**src/rtl/lsu_mem_master.sv**
```systemverilog
// Data-side load/store initiator for a word-wide memory without byte enables.
// Sub-word stores are done as read-modify-write; loads are lane-extracted and extended.
module lsu_mem_master #(
  parameter int RD_LAT = 1
) (
  input  logic        clk,
  input  logic        rst,
  input  logic        req_valid,
  output logic        req_ready,
  input  logic        req_wr,
  input  logic [1:0]  req_size,
  input  logic        req_unsigned,
  input  logic [31:0] req_addr,
  input  logic [31:0] req_wdata,
  output logic        resp_valid,
  input  logic        resp_ready,
  output logic [31:0] resp_rdata,
  output logic        resp_err,
  output logic [31:0] mem_addr,
  output logic [31:0] mem_data,
  output logic        mem_wren,
  input  logic [31:0] mem_dmout
);

  // Handshakes: a request transfers on the edge where req_valid & req_ready;
  // a response transfers on the edge where resp_valid & resp_ready, and all
  // response outputs are held unchanged until that edge.

  localparam logic [1:0] S_IDLE = 2'd0;
  localparam logic [1:0] S_RD   = 2'd1;
  localparam logic [1:0] S_WR   = 2'd2;
  localparam logic [1:0] S_RESP = 2'd3;
  localparam logic [2:0] LAT    = 3'(RD_LAT);

  logic [1:0]  state;
  logic [2:0]  cnt;
  logic        wr_q;
  logic [1:0]  size_q;
  logic        uns_q;
  logic [1:0]  lane_q;
  logic [15:0] wdata_q;

  logic        bad;
  logic [7:0]  byte_sel;
  logic [15:0] half_sel;
  logic [31:0] load_ext;
  logic [31:0] merged;

  assign req_ready = (state == S_IDLE);
  assign mem_wren  = (state == S_WR) & ~rst;

  assign bad = (req_size == 2'd3) |
               ((req_size == 2'd1) & req_addr[0]) |
               ((req_size == 2'd2) & (req_addr[1:0] != 2'd0));

  always_comb begin
    case (lane_q)
      2'd0:    byte_sel = mem_dmout[7:0];
      2'd1:    byte_sel = mem_dmout[15:8];
      2'd2:    byte_sel = mem_dmout[23:16];
      default: byte_sel = mem_dmout[31:24];
    endcase
    half_sel = lane_q[1] ? mem_dmout[31:16] : mem_dmout[15:0];

    case (size_q)
      2'd0:    load_ext = {{24{~uns_q & byte_sel[7]}}, byte_sel};
      2'd1:    load_ext = {{16{~uns_q & half_sel[15]}}, half_sel};
      default: load_ext = mem_dmout;
    endcase

    // Overlay the store lane onto the word just read back.
    merged = mem_dmout;
    if (size_q == 2'd0) begin
      case (lane_q)
        2'd0:    merged[7:0]   = wdata_q[7:0];
        2'd1:    merged[15:8]  = wdata_q[7:0];
        2'd2:    merged[23:16] = wdata_q[7:0];
        default: merged[31:24] = wdata_q[7:0];
      endcase
    end else if (size_q == 2'd1) begin
      if (lane_q[1]) merged[31:16] = wdata_q;
      else           merged[15:0]  = wdata_q;
    end
  end

  always_ff @(posedge clk) begin
    if (rst) begin
      state      <= S_IDLE;
      cnt        <= 3'd0;
      wr_q       <= 1'b0;
      size_q     <= 2'd0;
      uns_q      <= 1'b0;
      lane_q     <= 2'd0;
      wdata_q    <= 16'd0;
      resp_valid <= 1'b0;
      resp_err   <= 1'b0;
      resp_rdata <= 32'd0;
      mem_addr   <= 32'd0;
      mem_data   <= 32'd0;
    end else begin
      case (state)
        S_IDLE: begin
          if (req_valid) begin
            wr_q       <= req_wr;
            size_q     <= req_size;
            uns_q      <= req_unsigned;
            lane_q     <= req_addr[1:0];
            wdata_q    <= req_wdata[15:0];
            mem_addr   <= {req_addr[31:2], 2'b00};
            resp_rdata <= 32'd0;
            cnt        <= 3'd0;
            if (bad) begin
              resp_err   <= 1'b1;
              resp_valid <= 1'b1;
              state      <= S_RESP;
            end else if (req_wr && req_size == 2'd2) begin
              mem_data <= req_wdata;
              state    <= S_WR;
            end else begin
              state <= S_RD;
            end
          end
        end
        S_RD: begin
          if (cnt == LAT) begin
            if (wr_q) begin
              mem_data <= merged;
              state    <= S_WR;
            end else begin
              resp_rdata <= load_ext;
              resp_err   <= 1'b0;
              resp_valid <= 1'b1;
              state      <= S_RESP;
            end
          end else begin
            cnt <= cnt + 3'd1;
          end
        end
        S_WR: begin
          resp_rdata <= 32'd0;
          resp_err   <= 1'b0;
          resp_valid <= 1'b1;
          state      <= S_RESP;
        end
        default: begin
          if (resp_ready) begin
            resp_valid <= 1'b0;
            resp_err   <= 1'b0;
            state      <= S_IDLE;
          end
        end
      endcase
    end
  end

endmodule
```
**config.mk**
```make
export PLATFORM = sky130hd
export DESIGN_NAME = lsu_mem_master
export DESIGN_NICKNAME = d
export VERILOG_FILES = /design/src/rtl/lsu_mem_master.sv
export SDC_FILE = /design/constraint.sdc
export NUM_CORES = 1
export LEC_CHECK = 0
export BUFFER_PORTS_ARGS = -buffer_cell sky130_fd_sc_hd__buf_2
export CORE_ASPECT_RATIO = 0.5
export CORE_MARGIN = 2
export CORE_UTILIZATION = 51
export DETAILED_ROUTE_END_ITERATION = 8
export GPL_ROUTABILITY_DRIVEN = 1
export HOLD_SLACK_MARGIN = 0.12
export PLACE_DENSITY = 0.81
export SLEW_MARGIN = 40
export SYNTH_ARGS = -nofsm -noshare
export SYNTH_HDL_FRONTEND = slang
export SYNTH_SLANG_ARGS = --single-unit
```
**constraint.sdc**
```tcl
create_clock -name clk -period 2.5 [get_ports clk]
set_input_delay 0.5 -clock clk [delete_from_list [all_inputs] [get_ports clk]]
set_output_delay 0.5 -clock clk [all_outputs]
set_load 0.02 [all_outputs]
```
==> reports/results.tsv, run 1 <==
stage	metric	value	unit
drt	Residual DRC	0	
logic_synthesis	top_reg_cell synth	dfxtp_1	
clocking	CTS sink count	123	
min_path	worst min path class	input pin to flip-flop	
global_routing	total global-route track usage	29.6	%
logic_synthesis	top-area cell type share of the netlist area	40.3	%
logic_synthesis	sequential-to-total area share from yosys stat	40.3	%
clocking	CTS max path bufs	2	
placement	placed cells	1113	
clocking	H-tree levels	4	
clocking	clk_lat worst skew	0.42	ns
sta	Slew Limit Fails	0	
logic_synthesis	Post-synth EDFFs	0	
placement	post-DP HPWL	13700	um
logic_synthesis	ys async rst share	0	%
die	die height	81.4	um
sta	clock skew	0.00823	ns
worst_setup_path	endpoint class of the critical path	flip-flop	
sta	final hold viol count	0	
global_routing	vias in the first global route	6029	
drt	via/cell ratio	5.79	
worst_setup_path	WS Path Type	flip-flop to flip-flop	
worst_setup_path	worst setup path start	state[0]	
logic_synthesis	synth unique cells	50	
worst_setup_path	crit start category	flip-flop	
layout	share of layout cells above drive strength 1	28.5	%
layout	utilization after layout	66.4	%
global_routing	largest net degree at the start of global routing	59	
sta	Worst-Margin Slew	0.754	ns
drt	Routed WL	19400	um
sta	fmax	0.420	GHz
worst_setup_path	Arr. time, crit path	2.74	ns
min_path	HP Start	req_addr[12]	
drt	Routed WL per cell	17.0	um
layout	fillers	990	
sta	RSZ-0062 raised after global routing	no	
worst_setup_path	worst reg2reg startpoint	state[0]	
die	core outline area	11700	um^2
power	power density over the cells	1010	nW/um^2
clocking	CTS root buf	clkbuf_16	
global_routing	initial antenna violation count	0	
flow_run	max_cap viols	0	
sta	fin crit period	2.38	ns
die	Starting Density	52.1	%
layout	Antenna Cells	0	
logic_synthesis	Synth Area per Inst	7.68	um^2
logic_synthesis	biggest area consumer among synthesized cells	dfxtp_1	
power	Peak VDD IR	0.000516	V
sta	final setup vio count	0	
die	Die Wd	159	um
logic_synthesis	cells after synthesis	796	
sta	Max transition margin	49.6	%
die	die area	12900	um^2
clocking	number of buffers created by CTS	17	
layout	Layout Nets	1078	
worst_setup_path	CP Cell Sequence	ha_2 -> inv_2 -> or3_1 -> or4_1 -> buf_4 -> nor3_1 -> a221o_1	
drt	ANT nets after route	0	
logic_synthesis	Seq cells post-synth	123	
placement	GPL Wtd Cong	0.927	
clocking	CTS tree	built	
die	number of I/O pins	204	
die	Std-Cell Rows	28	
global_routing	global-route wire length before repair	30400	um
drt	DRT iter0 DRCs	718	
logic_synthesis	Synth Cell Area	6110	um^2
drt	First-pass DRT Iterations	5	
global_routing	GRT Residual Overflow	0	
worst_setup_path	critical path's slowest cell	or4_1	
worst_setup_path	worst endpoint required time	2.86	ns
sta	Final TNS setup	0	ns
drt	via count	6633	
power	total leakage power	3.45	nW
sta	Tcrit/Tclk final	95.2	%
placement	IO buf count	201	
layout	Post-Layout Cell Count	1145	
worst_setup_path	CP Max Fanout	32	
clocking	clock-pin slew on the worst setup and hold paths	0.06	ns
logic_synthesis	Ys Warns	0	
layout	Area growth syn-to-layout	27.6	%
logic_synthesis	top post-synthesis cells by area	dfxtp_1 40%, a21oi_1 9.7%, nand2_1 9.5%, nor2_1 3.7%, o211ai_1 3.7%	
run_status	result of the run	completed	
worst_setup_path	slowest stage delay, CP	0.53	ns
metrics by stage:
step / setup WS (ns) / cell area [um^2] / total power (W) / hold slack, ns
6_report: 0.119 / 7800 / 0.00786 / 0.316
5_1_grt: 0.0142 / 7800 / 0.00829 / 0.307
4_1_cts: 0.129 / 7790 / 0.00783 / 0.306
3_5_place_dp: 0.136 / 7220 / 0.00548 / 0.434
3_3_place_gp: 0.108 / 7220 / 0.00539 / 0.432
2_1_floorplan: 0.301 / 6120 / 0.00455 / 0.449
metal layers:
metal	up-vias	global-route usage, %	part of all wire (%)
li1	3149	-	-
met1	3027	37.4	41
met2	402	48.1	45
met3	55	9.04	11
met4	0	11.8	2.7
met5	-	0	0
where the power goes:
group          switching (W)  total (W)  internal [W]
Combinational        0.00195    0.00293      0.000983
Clock               0.000977    0.00236       0.00138
Sequential          0.000257    0.00257       0.00232
logic make-up after synthesis:
family | after synthesis | synth area share [%]
compound gates | 263 | 28.3
xor+xnor | 1 | 0.143
fa+ha+maj | 7 | 1.43
buf+inv | 95 | 6.24
flops | 123 | 40.3
mux | 19 | 3.25
other cells | 1 | 0.0614
simple gates | 287 | 20.2
timing repair:
action / CTS / global route
hold buffers: 0 / 0
endpoints found under the setup margin: 0 / 6
gates resized for setup: 0 / 2
setup buffers: 0 / 0
synth_stat cells (all sizes together) (8+ instances only):
| library cell | n |
|---|---|
| mux2i | 12 |
| o211ai | 30 |
| a221oi | 10 |
| o21ai | 35 |
| nand3 | 32 |
| a311oi | 11 |
| o2bb2ai | 17 |
| a21oi | 118 |
| inv | 22 |
| dfxtp | 123 |
| nand2 | 154 |
| a21o | 10 |
| nor3b | 8 |
| buf | 13 |
| nand3b | 9 |
| clkbuf | 59 |
| nor2 | 61 |
flip-flops by register name, indices dropped and copies added (netlist names):
name / count
cnt: 3
lane_q: 2
mem_addr: 30
mem_data: 32
resp_err: 1
resp_rdata: 32
resp_valid: 1
size_q: 2
state: 2
uns_q: 1
wdata_q: 16
wr_q: 1
worst max-delay path, delay by kind of cell, from the launching register on:
kind	cells	cell delay, ns
buffers and inverters	2	0.31
AO/OA/AOI/OAI	1	0.15
adder cells (fa/ha/maj)	1	0.24
flip-flops	1	0.43
AND/OR/NAND/NOR	3	1.18
path summary, 6_finish.rpt:
path	end	slack (ns)	cells past startpoint
setup / recovery	resp_rdata[3]	0.12	7
hold / removal	mem_addr[12]	0.32	3
setup reg to reg	resp_rdata[3]	0.12	7
hold reg to reg	mem_addr[20]	0.45	2
cell usage in the layout, fill, tap and decap left out, types with 10 or more instances in the layout:
cell and n:
buf_2 201, nand2_1 154, dfxtp_1 123, a21oi_1 118
nor2_1 59, o21ai_0 35, nand3_1 32, o211ai_1 30
inv_1 21, buf_4 20, o2bb2ai_1 17, clkbuf_16 17
mux2i_1 12, a311oi_1 11, a21o_1 10
area by class of cell:
cell class,count,area (um^2),area share [%]
multi-input cells,579,3290,42.2
flip-flops and latches,123,2460,31.6
repair buffers,223,1190,15.2
clock buffers,17,425,5.46
well taps,165,206,2.65
clock inverters,15,140,1.80
inverters,23,86.3,1.11
Power figures use the tool's default switching activity.
==> run 2: changes to the inputs <==
--- a/config.mk
+++ b/config.mk
@@ -5,14 +5,15 @@
 export SDC_FILE = /design/constraint.sdc
 export NUM_CORES = 1
 export LEC_CHECK = 0
+export ABC_AREA = 1
 export BUFFER_PORTS_ARGS = -buffer_cell sky130_fd_sc_hd__buf_2
 export CORE_ASPECT_RATIO = 0.5
 export CORE_MARGIN = 2
-export CORE_UTILIZATION = 51
+export CORE_UTILIZATION = 53
 export DETAILED_ROUTE_END_ITERATION = 8
 export GPL_ROUTABILITY_DRIVEN = 1
 export HOLD_SLACK_MARGIN = 0.12
-export PLACE_DENSITY = 0.81
+export PLACE_DENSITY = 0.82
 export SLEW_MARGIN = 40
 export SYNTH_ARGS = -nofsm -noshare
 export SYNTH_HDL_FRONTEND = slang
==> run 2 against run 1 <==
Effect of this change:
- first-iteration DRC count rose by 30%
- via count rose by 17%
- routed wire length up 16%
- worst setup slack improved by 0.20 ns
- count of clock-buffer cells in the layout unchanged
- global-route usage grew 2.4 points
- sequential share of layout area fell by 2.4 points
- clock power hardly changed
- critical path type unchanged
==> reports/results.tsv, run 2 <==
stage	metric	value	unit
run_status	result of the run	completed	
sta	RSZ-0062 raised after global routing	no	
logic_synthesis	cells after synthesis	1083	
power	Peak VDD IR	0.000553	V
logic_synthesis	top post-synthesis cells by area	dfxtp_1 36%, nor2_1 13%, nand2_1 13%, nand3_1 8.3%, o21ai_0 6.1%	
clocking	H-tree levels	4	
logic_synthesis	Synth Area per Inst	6.38	um^2
min_path	HP Start	req_addr[7]	
logic_synthesis	most common cell in the netlist	nor2_1	
clocking	CTS tree	built	
sta	Slew Limit Fails	0	
drt	DRT iter0 DRCs	934	
drt	metal1 wirelength	9800	um
worst_setup_path	worst setup path start	state[0]	
min_path	WHS Path Cells	3	
layout	final instance area	8430	um^2
die	core outline area	12700	um^2
layout	utilization after layout	66.3	%
logic_synthesis	ys async rst share	0	%
global_routing	largest net degree at the start of global routing	72	
global_routing	global-route wire length before repair	34900	um
logic_synthesis	top-area cell type share of the netlist area	35.6	%
drt	Routed WL per cell	15.8	um
logic_synthesis	Synth top cells by count	247 x nor2_1, 232 x nand2_1, 123 x dfxtp_1	
sta	fmax	0.459	GHz
sta	final setup vio count	0	
flow_run	max_cap viols	0	
sta	Final TNS setup	0	ns
logic_synthesis	Ys Warns	0	
layout	Regs by FF count	mem_data: 32 flops, resp_rdata: 32 flops, mem_addr: 30 flops	
sta	Worst-Margin Slew	0.776	ns
power	power density over the cells	1120	nW/um^2
logic_synthesis	synth unique cells	34	
worst_setup_path	FF-to-FF path depth	10	
sta	clock skew	0.00896	ns
sta	fin crit period	2.18	ns
layout	Area growth syn-to-layout	21.9	%
worst_setup_path	Critical R2R Capture	resp_rdata[30]	
die	Die Wd	165	um
worst_setup_path	CP Max Fanout	32	
die	number of I/O pins	204	
logic_synthesis	Seq cells post-synth	123	
die	die area	14000	um^2
drt	Top Metal Used	met4	
clocking	Post-CTS Resized	0	
logic_synthesis	Post-synth EDFFs	0	
layout	Layout Nets	1359	
clocking	post-CTS setup repair buffer count	0	
layout	commonest non-fill, non-tap cells in the layout	246 x nor2_1, 232 x nand2_1, 201 x buf_2	
clocking	Hold-fix buffers, CTS	0	
drt	via count	7734	
logic_synthesis	sequential-to-total area share from yosys stat	35.6	%
placement	IO buf count	201	
clocking	number of buffers created by CTS	17	
drt	ANT nets after route	0	
layout	share of layout cells above drive strength 1	25.0	%
clocking	clock-pin slew on the worst setup and hold paths	0.06	ns
layout	most common cell after layout, fill and taps aside	nor2_1	
worst_setup_path	worst reg2reg startpoint	state[0]	
placement	GPL Wtd Cong	0.973	
clocking	CTS max path bufs	2	
sta	final hold viol count	0	
layout	Antenna Cells	0	
worst_setup_path	worst endpoint required time	2.85	ns
sta	Tcrit/Tclk final	87.2	%
clocking	CTS sink count	123	
die	Std-Cell Rows	29	
worst_setup_path	R2R setup slack	0.32	ns
drt	WL met2	9790	um
global_routing	GRT Residual Overflow	0	
drt	First-pass DRT Iterations	6	
global_routing	total global-route track usage	32.0	%
clocking	clk_lat worst skew	0.42	ns
global_routing	vias in the first global route	6853	
min_path	worst min path class	input pin to flip-flop	
drt	Routed WL	22500	um
worst_setup_path	WS Path Type	flip-flop to flip-flop	
drt	routed wl met3	2480	um
min_path	end of the worst hold path	mem_addr[7]	
logic_synthesis	biggest area consumer among synthesized cells	dfxtp_1	
worst_setup_path	Arr. time, crit path	2.52	ns
global_routing	initial antenna violation count	0	
worst_setup_path	endpoint class of the critical path	flip-flop	
clocking	CTS root buf	clkbuf_16	
placement	post-DP HPWL	16200	um
die	Starting Density	54.4	%
logic_synthesis	top_reg_cell synth	dfxtp_1	
worst_setup_path	crit start category	flip-flop	
placement	dpl cell area	7880	um^2
drt	via/cell ratio	5.41	
die	die height	84.7	um
drt	Residual DRC	0	
sta	Max transition margin	48.2	%
logic_synthesis	Synth Cell Area	6910	um^2
power	total leakage power	4.06	nW
-- run 2: changes by cell type after synthesis, moves of 33 or more --
cell,delta
nor2_1,+187
nand3_1,+83
nand2_1,+78
a21oi_1,-53
o21ai_0,+49
clkbuf_1,-33
-- run 2: routing by layer --
| layer | up-vias | GRT usage, % |
|---|---|---|
| met1 | 3467 | 43.7 |
| met5 | - | 0 |
| li1 | 3804 | - |
| met3 | 47 | 9.88 |
| met2 | 416 | 48.7 |
| met4 | 0 | 9.40 |
-- run 2: worst max-delay path by stage --
stage | to | slack (ns)
after global routing | resp_rdata[4] | 0.07
final | resp_rdata[30] | 0.32
after detailed placement | resp_rdata[30] | 0.36
after global placement | mem_data[26] | 0.50
after floorplan | mem_data[23] | 0.63
after CTS | resp_rdata[30] | 0.34
-- run 2: cell families (layout without fill, tap and decap cells) --
family | Yosys count | in the layout | share of synthesized area, %
other | 1 | 2 | 0.0543
flip-flops | 123 | 123 | 35.6
AND/OR/NAND/NOR | 644 | 644 | 39.9
AO/OA/AOI/OAI | 185 | 185 | 14.8
buffers and inverters | 123 | 299 | 8.26
adder cells (fa/ha/maj) | 7 | 7 | 1.27
-- run 2: where the power goes --
group          internal [W]  switching (W)
Combinational       0.00132        0.00296
Clock               0.00136       0.000967
Sequential          0.00245       0.000406
-- run 2: metrics by stage --
stage | hold WS (ns) | power [W] | cells | setup WS, ns
2_1_floorplan | 0.444 | 0.00600 | 1084 | 0.635
3_3_place_gp | 0.442 | 0.00698 | 1399 | 0.498
3_5_place_dp | 0.451 | 0.00708 | 1399 | 0.355
4_1_cts | 0.322 | 0.00942 | 1430 | 0.339
5_1_grt | 0.340 | 0.0101 | 1430 | 0.0728
6_report | 0.328 | 0.00947 | 1430 | 0.321
-- run 2: cell type report --
type	instances	area [um^2]
Clock buffer	17	425
Clock inverter	14	125
Fill cell	1211	4270
Inverter	55	208
Multi-Input combinational cell	838	3880
Sequential cell	123	2460
Tap cell	170	213
Timing Repair Buffer	213	1110
-- run 2: critical path, cell delays in order (launching register included) --
cell	delay, ns
dfxtp_1	0.35
inv_1	0.10
ha_1	0.37
clkinv_2	0.13
nor2_2	0.14
inv_1	0.08
nand2_1	0.07
nor2_1	0.07
nand2_2	0.44
nand2_1	0.17
a21oi_2	0.17
